===== config.mk =====
export PLATFORM = sky130hd
export DESIGN_NAME = alu_issue_sequencer
export DESIGN_NICKNAME = d
export VERILOG_FILES = /design/src/rtl/alu_issue_sequencer.sv
export SDC_FILE = /design/constraint.sdc
export NUM_CORES = 1
export LEC_CHECK = 0
export CAP_MARGIN = 10
export CORE_MARGIN = 2
export CORE_UTILIZATION = 43
export DETAILED_ROUTE_END_ITERATION = 8
export PLACE_DENSITY = 0.86
export SYNTH_ARGS = -nofsm -noshare
export SYNTH_HDL_FRONTEND = slang
export SYNTH_SLANG_ARGS = --single-unit

===== constraint.sdc =====
create_clock -name clk -period 4.72 [get_ports clk]
set_input_delay 0.472 -clock clk [delete_from_list [all_inputs] [get_ports clk]]
set_output_delay 0.472 -clock clk [all_outputs]
set_load 0.005 [all_outputs]

===== src/rtl/alu_issue_sequencer.sv =====
// alu_issue_sequencer
//   Multi-cycle issue/writeback engine sitting between the fetch stage and a
//   register file / combinational ALU pair. One instruction is in flight at a
//   time. Each instruction reads rs1, rs2 and rd, runs them through the ALU,
//   writes the result back to rd and returns it on a response channel.
//
//   Optional feature macro: ALU_SEQ_RETIRE_CNT_EN adds the retire_cnt output.
//   This is a 16-bit count of response handshakes.
//
// Ports
//   clk, reset_n            clock, synchronous active-low reset
//   in_valid/in_ready       instruction handshake, in_inst = {op, rd, rs1, rs2}
//   rf_raddr0/1, rf_rdata0/1 register file reads (data one cycle after address)
//   rf_we/rf_waddr/rf_wdata  register file write port
//   alu_inst, alu_in0..2    ALU drive (rs1, rs2, rd values), alu_out result
//   out_valid/out_ready     response handshake, out_result = retired result
//   retire_cnt              (macro only) completed response handshakes
module alu_issue_sequencer #(
    parameter int unsigned DATA_W = 16,
    parameter int unsigned REG_AW = 4
) (
    input  logic              clk,
    input  logic              reset_n,
    input  logic              in_valid,
    output logic              in_ready,
    input  logic [15:0]       in_inst,
    output logic [REG_AW-1:0] rf_raddr0,
    output logic [REG_AW-1:0] rf_raddr1,
    input  logic [DATA_W-1:0] rf_rdata0,
    input  logic [DATA_W-1:0] rf_rdata1,
    output logic              rf_we,
    output logic [REG_AW-1:0] rf_waddr,
    output logic [DATA_W-1:0] rf_wdata,
    output logic [15:0]       alu_inst,
    output logic [DATA_W-1:0] alu_in0,
    output logic [DATA_W-1:0] alu_in1,
    output logic [DATA_W-1:0] alu_in2,
    input  logic [DATA_W-1:0] alu_out,
    output logic              out_valid,
    input  logic              out_ready,
    output logic [DATA_W-1:0] out_result
`ifdef ALU_SEQ_RETIRE_CNT_EN
    ,
    output logic [15:0]       retire_cnt
`endif
);

    localparam int unsigned INST_W = 16;
    localparam int unsigned CNT_W  = 16;

    typedef enum logic [2:0] {
        IDLE  = 3'd0,
        RD_AB = 3'd1,
        RD_C  = 3'd2,
        EXEC  = 3'd3,
        WB    = 3'd4,
        RESP  = 3'd5
    } state_t;

    state_t              state_q;
    state_t              state_d;
    logic [INST_W-1:0]   inst_q;
    logic [DATA_W-1:0]   a_q;
    logic [DATA_W-1:0]   b_q;
    logic [DATA_W-1:0]   c_q;
    logic [DATA_W-1:0]   result_q;
    logic [REG_AW-1:0]   rd_addr;
    logic [REG_AW-1:0]   rs1_addr;
    logic [REG_AW-1:0]   rs2_addr;

    assign rd_addr  = REG_AW'(inst_q[11:8]);
    assign rs1_addr = REG_AW'(inst_q[7:4]);
    assign rs2_addr = REG_AW'(inst_q[3:0]);

    // State register
    always_ff @(posedge clk) begin
        if (!reset_n) begin
            state_q <= IDLE;
        end else begin
            state_q <= state_d;
        end
    end

    // Next state and state-decoded handshake / register file controls
    always_comb begin
        state_d   = state_q;
        in_ready  = 1'b0;
        out_valid = 1'b0;
        rf_raddr0 = '0;
        rf_raddr1 = '0;
        rf_we     = 1'b0;
        unique case (state_q)
            IDLE: begin
                in_ready = 1'b1;
                if (in_valid) state_d = RD_AB;
            end
            RD_AB: begin
                rf_raddr0 = rs1_addr;
                rf_raddr1 = rs2_addr;
                state_d   = RD_C;
            end
            RD_C: begin
                rf_raddr0 = rd_addr;
                state_d   = EXEC;
            end
            EXEC: begin
                state_d = WB;
            end
            WB: begin
                // A reset arriving in this cycle must not leave a write behind.
                rf_we   = (rd_addr != '0) && reset_n;
                state_d = RESP;
            end
            RESP: begin
                out_valid = 1'b1;
                if (out_ready) state_d = IDLE;
            end
            default: begin
                state_d = IDLE;
            end
        endcase
    end

    // Instruction latch, operand capture (r0 forced to zero) and result capture
    always_ff @(posedge clk) begin
        if (!reset_n) begin
            inst_q   <= '0;
            a_q      <= '0;
            b_q      <= '0;
            c_q      <= '0;
            result_q <= '0;
        end else begin
            if (state_q == IDLE && in_valid) inst_q <= in_inst;
            if (state_q == RD_C) begin
                a_q <= (rs1_addr == '0) ? '0 : rf_rdata0;
                b_q <= (rs2_addr == '0) ? '0 : rf_rdata1;
            end
            if (state_q == EXEC) c_q <= (rd_addr == '0) ? '0 : rf_rdata0;
            if (state_q == WB) result_q <= alu_out;
        end
    end

    assign alu_inst   = inst_q;
    assign alu_in0    = a_q;
    assign alu_in1    = b_q;
    assign alu_in2    = c_q;
    assign rf_waddr   = rd_addr;
    assign rf_wdata   = alu_out;
    assign out_result = result_q;

`ifdef ALU_SEQ_RETIRE_CNT_EN
    // Completed response handshakes, wrapping naturally at 16 bits
    always_ff @(posedge clk) begin
        if (!reset_n) begin
            retire_cnt <= '0;
        end else if (state_q == RESP && out_ready) begin
            retire_cnt <= retire_cnt + CNT_W'(1);
        end
    end
`endif

endmodule

* After elaboration in Yosys (flattened, before gate mapping)
Cells that the tools add are included.
** Storage, ports and cells
- Output and inout bits :: 111
- Bits of input ports :: 68
- Bits in registers :: 83
- Word-level logic and storage cells :: 32
** Cells by class
- Reduce and logical (&&, ||, !) cells :: 8
- Muxes and demuxes :: 11
- Equal/unequal tests :: 7
** Operators with widths (number)
- two-way mux 16 bit :: 3
- one-hot mux 3 bit (6 select lines) :: 1
- zero test 4 bit :: 3
- one-hot mux 4 bit (2 select lines) :: 1
- equality test 3 x 2 -> 1 bit, second input constant :: 2
- equality test 3 bit, second input constant :: 2
- two-way mux 3 bit :: 2
- two-way mux 4 bit :: 1
- != test 2 bit, second input constant :: 2
- nonzero test 4 bit :: 1
- equality test 3 x 1 -> 1 bit, second input constant :: 1
- zero test 3 bit :: 1
- two-way mux 1 bit :: 3
- logical AND 1 bit :: 2
- AND reduction 2 bit :: 1

* Depth between registers and ports, before layout
Gate-level depths: netlist (run 1).
- Depth after elaboration :: 3
- Depth in mapped cells :: 6

* Least setup slack after synthesis (run 1)
Ideal clock, no wire load.
- Path kind :: reg2out
- Start :: register inst_q[8], in the netlist alu_inst[8]
- End :: output rf_we
- Cell stages (with the launch flop) :: 5
- Required time :: 4248 ps
- Arrival time :: 1404 ps
- Slack :: 2844 ps
- Cells stage by stage :: dfxtp_1 -> or4_1 -> clkbuf_1 -> clkbuf_1 -> and3_1
** On the way
- Word-level cells in the longest chain between the ends :: 3
** Ends and longest elaborated chain
- start, declared :: line 62 : logic [INST_W-1:0] inst_q;
- start signal, assigned :: line 133 : if (state_q == IDLE && in_valid) inst_q <= in_inst;
- nonzero test 4 bit :: line 111 : rf_we = (rd_addr != '0) && reset_n;
- logical AND 1 bit :: line 111
- two-way mux 1 bit :: line 92 : unique case (state_q)
- end, declared :: line 31 : output logic rf_we,
No other way between the ends.

* Final worst setup path (run 1)
- Start :: register state_q[0]
- End :: output rf_raddr0[2]
** On the way
- Word-level cells in the longest chain between the ends :: 2
- Elaborated cells on any way between the ends :: 3
** Ends and longest elaborated chain
- start, declared :: line 60 : state_t state_q;
- start signal, assigned :: line 80 : state_q <= state_d;
- equality test 3 x 2 -> 1 bit / equality test 3 x 1 -> 1 bit (equally long branches) :: line 92
- one-hot mux 4 bit (2 select lines) * :: line 92
- end, declared :: line 27 : output logic [REG_AW-1:0] rf_raddr0,
Mark *: on every way between the ends. The rest lies on a longest branch, timed or not.

==> results of run 1 <==
metal layers:
| layer | track usage | vias up |
|---|---|---|
| met2 | 0.405 | 135 |
| li1 | - | 1669 |
| met5 | 0 | - |
| met4 | 0.0784 | 0 |
| met3 | 0.0620 | 10 |
| met1 | 0.275 | 1575 |
area by class of cell:
type | count | share of cell area
multi-input combinational | 271 | 0.277
clock inverter | 5 | 0.0160
tap | 102 | 0.0240
sequential | 83 | 0.313
timing repair buffer | 184 | 0.343
clock buffer | 11 | 0.0266
cell usage after synthesis (all sizes together):
cell,number
clkbuf,28
o22ai,32
a21boi,33
nor3b,3
nor2,2
and2,5
nand2,114
o21ai,16
nor4b,1
and3,1
xnor2,1
nand3b,1
nand3,32
nand4,16
nor3,2
or4,1
a22o,4
nor2b,3
dfxtp,83
or3b,1
o211a,1
buf,30
o41ai,2
cells by family (layout without fill, tap and decap cells):
kind of cell	after synthesis	in the layout	synth area share
buffers and inverters	58	200	0.0896
AND/OR/NAND/NOR	182	182	0.245
AO/OA/AOI/OAI	88	88	0.177
flip-flops	83	83	0.486
XOR/XNOR	1	1	0.00256
critical path, stage by stage, from the launching register on:
cell,delay (ns)
dfxtp_1,0.65
nor2b_1,0.19
buf_4,0.22
nor2b_1,0.54
a22o_1,0.26
clkdlybuf4s50_1,0.50
state kept, by name, indices dropped and copies added, names as in the netlist:
register    cells
alu_in0        16
alu_in1        16
alu_in2        16
alu_inst       16
out_result     16
state_q         3
power groups by stage:
| stage | Clock (mW) | Sequential [mW] | Combinational [mW] |
|---|---|---|---|
| floorplan | 0 | 0.778 | 0.171 |
| global placement | 0 | 0.784 | 0.343 |
| detailed placement | 0 | 0.787 | 0.352 |
| CTS | 0.582 | 0.771 | 0.354 |
| global route | 0.616 | 0.777 | 0.381 |
| finish | 0.571 | 0.771 | 0.351 |
metrics by stage:
step           utilization  cells  cell area (µm²)  worst slack [ns]
2_1_floorplan            -    412             3420              2.84
3_3_place_gp         0.658    640             5090              2.03
3_5_place_dp         0.658    640             5090              1.92
4_1_cts              0.688    656             5310              1.52
5_1_grt              0.688    656             5310              1.37
6_report             0.688    656             5310              1.54
final timing paths:
check	depth (start not counted)	slack (ns)	startpoint	to
max	5	1.54	state_q[0]	rf_raddr0[2]
min	2	0.46	out_result[7]	out_result[7]
max reg2reg	4	2.97	state_q[1]	alu_in2[14]
min reg2reg	2	0.46	out_result[7]	out_result[7]
==> reports/results.tsv, run 1 <==
stage	metric	value	unit
cts	CTS HTree Levels	3	
cells_and_area	leading cell type in the layout, fill and taps excluded	clkdlybuf4s50_1	
synthesis	count of yosys warnings during synthesis	0	
power_and_ir_drop	internal power of the cells	1.24	mW
cts	number of buffers created by CTS	9	
global_routing	wire length of the first global-routing pass	15900	µm
synthesis	largest cells by area after synthesis	dfxtp_1, nand2_1, a21boi_0, o22ai_1, nand3_1	
floorplan	initial standard-cell utilization of the core	0.443	
synthesis	number of instances in the synthesized netlist	412	
power_and_ir_drop	total design power	1.69	mW
cells_and_area	number of antenna repair diodes	0	
power_and_ir_drop	power density relative to cell area	319	nW/µm²
cts	clock sink count	83	
synthesis	fraction of synthesized cell area taken by the top area cell type	0.486	
timing	highest achievable clock rate	315	MHz
synthesis	sequential share of the synthesized area	0.486	
detailed_routing	length of the first detailed-routing pass in iterations	4	
cts	number of setup buffers added after CTS	0	
synthesis	synthesized area	3420	µm²
cells_and_area	commonest non-fill, non-tap cells in the layout	clkdlybuf4s50_1, nand2_1, dfxtp_1	
timing	shortest period the worst path allows	3.18	ns
synthesis	Synth Register Bits	83	
global_routing	vias in the first global route	3321	
cts	worst-case clock buffer depth	2	
timing	Final Setup Violations	0	
power_and_ir_drop	Flop pwr share	0.455	
cts	clock input transition at the sequential cells of the worst setup and hold paths	0.09	ns
job	max-capacitance violation count	0	
power_and_ir_drop	share of total power in the clock network	0.337	
floorplan	Die H	93.2	µm
cells_and_area	fraction of layout instances using a drive strength above 1	0.0505	
hold_path	type of the tightest min-delay check	flop to flop	
power_and_ir_drop	worst supply voltage drop on vdd	165	µV
run_status	status	complete, no violations	
cells_and_area	total area of multi-input combinational cells	1470	µm²
cells_and_area	fill cell instance count of the final layout	636	
cts	clock latency on the worst-skew pair	0.35	ns
timing	final hold violation count	0	
synthesis	mean instance size in the synthesized netlist	8.31	µm²
detailed_routing	number of violations reported at the end of detailed-routing iteration 0	153	
global_routing	initial antenna violation count	0	
cells_and_area	total number of nets in the final design	617	
detailed_routing	residual antenna-violating net count after detailed routing	0	
detailed_routing	max layer used	met4	
worst_setup_path	critical path arrival	2.70	ns
timing	Post-Route Hold Slack	0.458	ns
floorplan	I/O pin cnt	179	
detailed_routing	Wirelength per Cell	15.2	µm
cells_and_area	Area Growth Syn to Fin	55.3	%
synthesis	synthesized netlist net count	480	
cts	# hold bufs at CTS	0	
detailed_routing	vias post-DR	3389	
power_and_ir_drop	leakage power figure	1.82	nW
cells_and_area	total area of sequential cells	1660	µm²
cts	count of cells resized by post-cts repair	0	
floorplan	Die W	93.2	µm
detailed_routing	ratio of routed vias to standard cells	5.17	
place	Final Wtd Congestion	0.767	
timing	Least-Margin Pin Slew	1.14	ns
detailed_routing	post-route DRC violation count	0	
timing	Final Skew	0.0174	ns
floorplan	Die ar.	8690	µm²
detailed_routing	routed length on met1	4190	µm
timing	Relative slew margins	0.240	
cts	clock tree from TritonCTS	built	
synthesis	number of distinct library cells after synthesis	29	
worst_setup_path	required time of the critical path	4.25	ns
cts	clock tree root driver cell	clkbuf_8	
place	Detail Placement HPWL	7060	µm
global_routing	overall routing resource usage	0.232	
timing	RSZ-0062 raised after global routing	no	
worst_setup_path	class of the most critical setup path	flop to output pin	
global_routing	grt ovf	0	
timing	share of the cycle needed by the critical path after routing	0.673	
global_routing	largest net degree at the start of global routing	133	
power_and_ir_drop	relative contribution of combinational cells to total power	0.207	
detailed_routing	Detailed Route WL	10000	µm
worst_setup_path	Critical Path Source Type	flop	
synthesis	largest area contributor in the netlist	dfxtp_1	
place	Port-buffer cells	178	
floorplan	core region area	7730	µm²
detailed_routing	metal3 WL	810	µm
detailed_routing	detailed-routed wire length on met2	4890	µm
worst_setup_path	CP Capture Type	output pin	
power_and_ir_drop	Sw Pwr	0.457	mW
timing	setup_tns	0	ns
floorplan	Rows	32	
worst_setup_path	biggest fanout along the worst timing path	17	
power_and_ir_drop	Net Sw Frac	0.270	
timing	number of pins with negative max-slew slack in the final report	0	
(Power assumes the default switching activity.)
==> inputs of run 2 (changes only) <==
CORE_UTILIZATION = 39   (was 43)
PLACE_DENSITY = 0.79   (was 0.86)
clock period = 3.1 ns   (was 4.72 ns; I/O delays follow)
==> run 2 against run 1 <==
  * Final cell count increased by 1.2%
  * Critical path depth decreased by 2
  * Critical endpoint is now rf_we
  * Global-route usage decreased by 2.9 points
  * Critical path type unchanged
  * Sequential share of layout area about the same
  * Non-clock buffer count increased by 2
  * Combinational power increased by 54%
  * Flip-flop and latch count unchanged
  * Sequential power increased by 52%
  * Register-to-register slack got worse by 1.8 ns
  * Die area increased by 9.8%
  * Power increased by 50%
==> reports/results.tsv, run 2 (synthesis results as in run 1) <==
stage	metric	value	unit	change
floorplan	initial standard-cell utilization of the core	0.398		was 0.443
timing	Least-Margin Pin Slew	0.978	ns	was 1.14 ns
cells_and_area	total number of nets in the final design	619		was 617
hold_path	type of the tightest min-delay check	flop to flop		unchanged
power_and_ir_drop	power density relative to cell area	476	nW/µm²	was 319 nW/µm²
global_routing	largest net degree at the start of global routing	72		was 133
cts	clock tree root driver cell	clkbuf_8		unchanged
global_routing	wire length of the first global-routing pass	15800	µm	was 15900 µm
worst_setup_path	CP Capture Type	output pin		unchanged
cells_and_area	number of antenna repair diodes	0		unchanged
timing	share of the cycle needed by the critical path after routing	0.940		
timing	Final Skew	0.0105	ns	was 0.0174 ns
place	DP Area	5110	µm²	was 5090 µm²
cts	CTS HTree Levels	3		unchanged
cts	worst-case clock buffer depth	2		unchanged
worst_setup_path	Critical Path Source Type	flop		unchanged
worst_setup_path	critical path arrival	2.60	ns	was 2.70 ns
timing	RSZ-0062 raised after global routing	no		unchanged
detailed_routing	Wirelength per Cell	14.9	µm	was 15.2 µm
detailed_routing	length of the first detailed-routing pass in iterations	4		unchanged
run_status	status	complete, no violations		unchanged
timing	setup_tns	0	ns	unchanged
timing	shortest period the worst path allows	2.91	ns	
timing	number of pins with negative max-slew slack in the final report	0		unchanged
detailed_routing	post-route DRC violation count	0		unchanged
floorplan	core region area	8590	µm²	was 7730 µm²
worst_setup_path	Critical-path top delay cell	nor3b_2		was dfxtp_1
detailed_routing	residual antenna-violating net count after detailed routing	0		unchanged
cts	clock tree from TritonCTS	built		unchanged
worst_setup_path	required time of the critical path	2.79	ns	was 4.25 ns
cts	count of cells resized by post-cts repair	0		unchanged
floorplan	Die ar.	9540	µm²	was 8690 µm²
cts	clock latency on the worst-skew pair	0.34	ns	was 0.35 ns
cts	number of buffers created by CTS	9		unchanged
cells_and_area	fill cell instance count of the final layout	745		was 636
job	max-capacitance violation count	0		unchanged
worst_setup_path	ordered cell list for the critical path	nor3b_2, and3_1, clkdlybuf4s50_1		was nor2b_1, buf_4, nor2b_1, a22o_1, clkdlybuf4s50_1
floorplan	Die W	97.7	µm	was 93.2 µm
cells_and_area	fraction of layout instances using a drive strength above 1	0.0522		was 0.0505
timing	final hold violation count	0		unchanged
worst_setup_path	class of the most critical setup path	flop to output pin		unchanged
timing	Final Setup Violations	0		unchanged
cts	# hold bufs at CTS	0		unchanged
power_and_ir_drop	worst supply voltage drop on vdd	262	µV	was 165 µV
cts	clock input transition at the sequential cells of the worst setup and hold paths	0.08	ns	was 0.09 ns
place	Port-buffer cells	178		unchanged
global_routing	vias in the first global route	3243		was 3321
detailed_routing	ratio of routed vias to standard cells	5.07		was 5.17
global_routing	overall routing resource usage	0.203		was 0.232
detailed_routing	vias post-DR	3365		was 3389
global_routing	initial antenna violation count	0		unchanged
worst_setup_path	slowest stage delay, CP	0.87	ns	was 0.65 ns
cells_and_area	post-route design area	5320	µm²	was 5310 µm²
cts	clock sink count	83		unchanged
worst_setup_path	biggest fanout along the worst timing path	17		unchanged
worst_setup_path	Crit Reg-Reg Startpoint	state_q[1]		unchanged
floorplan	Die H	97.7	µm	was 93.2 µm
worst_setup_path	Setup crit start	state_q[2]		was state_q[0]
detailed_routing	Detailed Route WL	9870	µm	was 10000 µm
floorplan	Rows	34		was 32
worst_setup_path	Buf/Inv on CP	1		was 2
place	Detail Placement HPWL	7150	µm	was 7060 µm
cells_and_area	Area Growth Syn to Fin	55.4	%	was 55.3%
cells_and_area	leading cell type in the layout, fill and taps excluded	clkdlybuf4s50_1		unchanged
detailed_routing	number of violations reported at the end of detailed-routing iteration 0	146		was 153
worst_setup_path	critical path's top delay family	simple AND/OR/NAND/NOR gates		unchanged
place	Final Wtd Congestion	0.839		was 0.767
timing	Relative slew margins	0.345		was 0.240
floorplan	I/O pin cnt	179		unchanged
power_and_ir_drop	leakage power figure	1.82	nW	about the same
timing	highest achievable clock rate	343	MHz	
global_routing	grt ovf	0		unchanged
hold_path	launch instance of the worst min-delay path	alu_inst[14]		was out_result[7]
cts	number of setup buffers added after CTS	0		unchanged
cells_and_area	commonest non-fill, non-tap cells in the layout	clkdlybuf4s50_1, nand2_1, dfxtp_1		unchanged
[run 2: worst reg2reg max path, delay by kind of cell (launching register included)]
family,cells,cell delay [ns]
simple gates,1,0.52
flops,1,0.35
compound gates,2,0.41
buf+inv,2,0.61
[run 2: metrics by stage]
| stage | power (mW) | setup slack, ns | util | hold WS (ns) | instances |
|---|---|---|---|---|---|
| 2_1_floorplan | 1.44 | 1.39 | - | 0.440 | 412 |
| 4_1_cts | 2.56 | 0.114 | 0.619 | 0.463 | 664 |
| 5_1_grt | 2.65 | 0.0300 | 0.619 | 0.480 | 664 |
| 3_3_place_gp | 1.72 | 0.548 | 0.595 | 0.447 | 648 |
| 6_report | 2.53 | 0.186 | 0.619 | 0.459 | 664 |
| 3_5_place_dp | 1.74 | 0.498 | 0.595 | 0.451 | 648 |
[run 2: path summary, 6_finish.rpt]
check / to / slack [ns] / cells past startpoint
max: rf_we / 0.19 / 3
max reg2reg: alu_in1[8] / 1.14 / 5
min: alu_inst[14] / 0.46 / 2
min reg2reg: alu_inst[14] / 0.46 / 2
[run 2: layer usage]
| layer | up-vias | routed length (µm) | part of all wire | GRT usage |
|---|---|---|---|---|
| met5 | - | 0 | 0 | 0 |
| met4 | 0 | 229 | 0.023 | 0.0823 |
| met3 | 19 | 927 | 0.094 | 0.0777 |
| met2 | 138 | 4660 | 0.47 | 0.340 |
| met1 | 1535 | 4050 | 0.41 | 0.232 |
| li1 | 1673 | - | - | - |
[run 2: cell type report]
class | count | area, µm² | share of cell area
clock buffer | 11 | 131 | 0.0247
clock inverter | 5 | 77.6 | 0.0146
multi-input combinational | 271 | 1470 | 0.277
sequential | 83 | 1660 | 0.312
tap | 108 | 135 | 0.0254
timing repair buffer | 186 | 1840 | 0.346
[run 2: report_power, final]
group | internal (mW) | leakage [nW] | switching [mW]
Sequential | 1.12 | 0.672 | 0.0483
Combinational | 0.283 | 1.05 | 0.256
Clock | 0.452 | 0.103 | 0.374
Total | 1.86 | 1.82 | 0.678
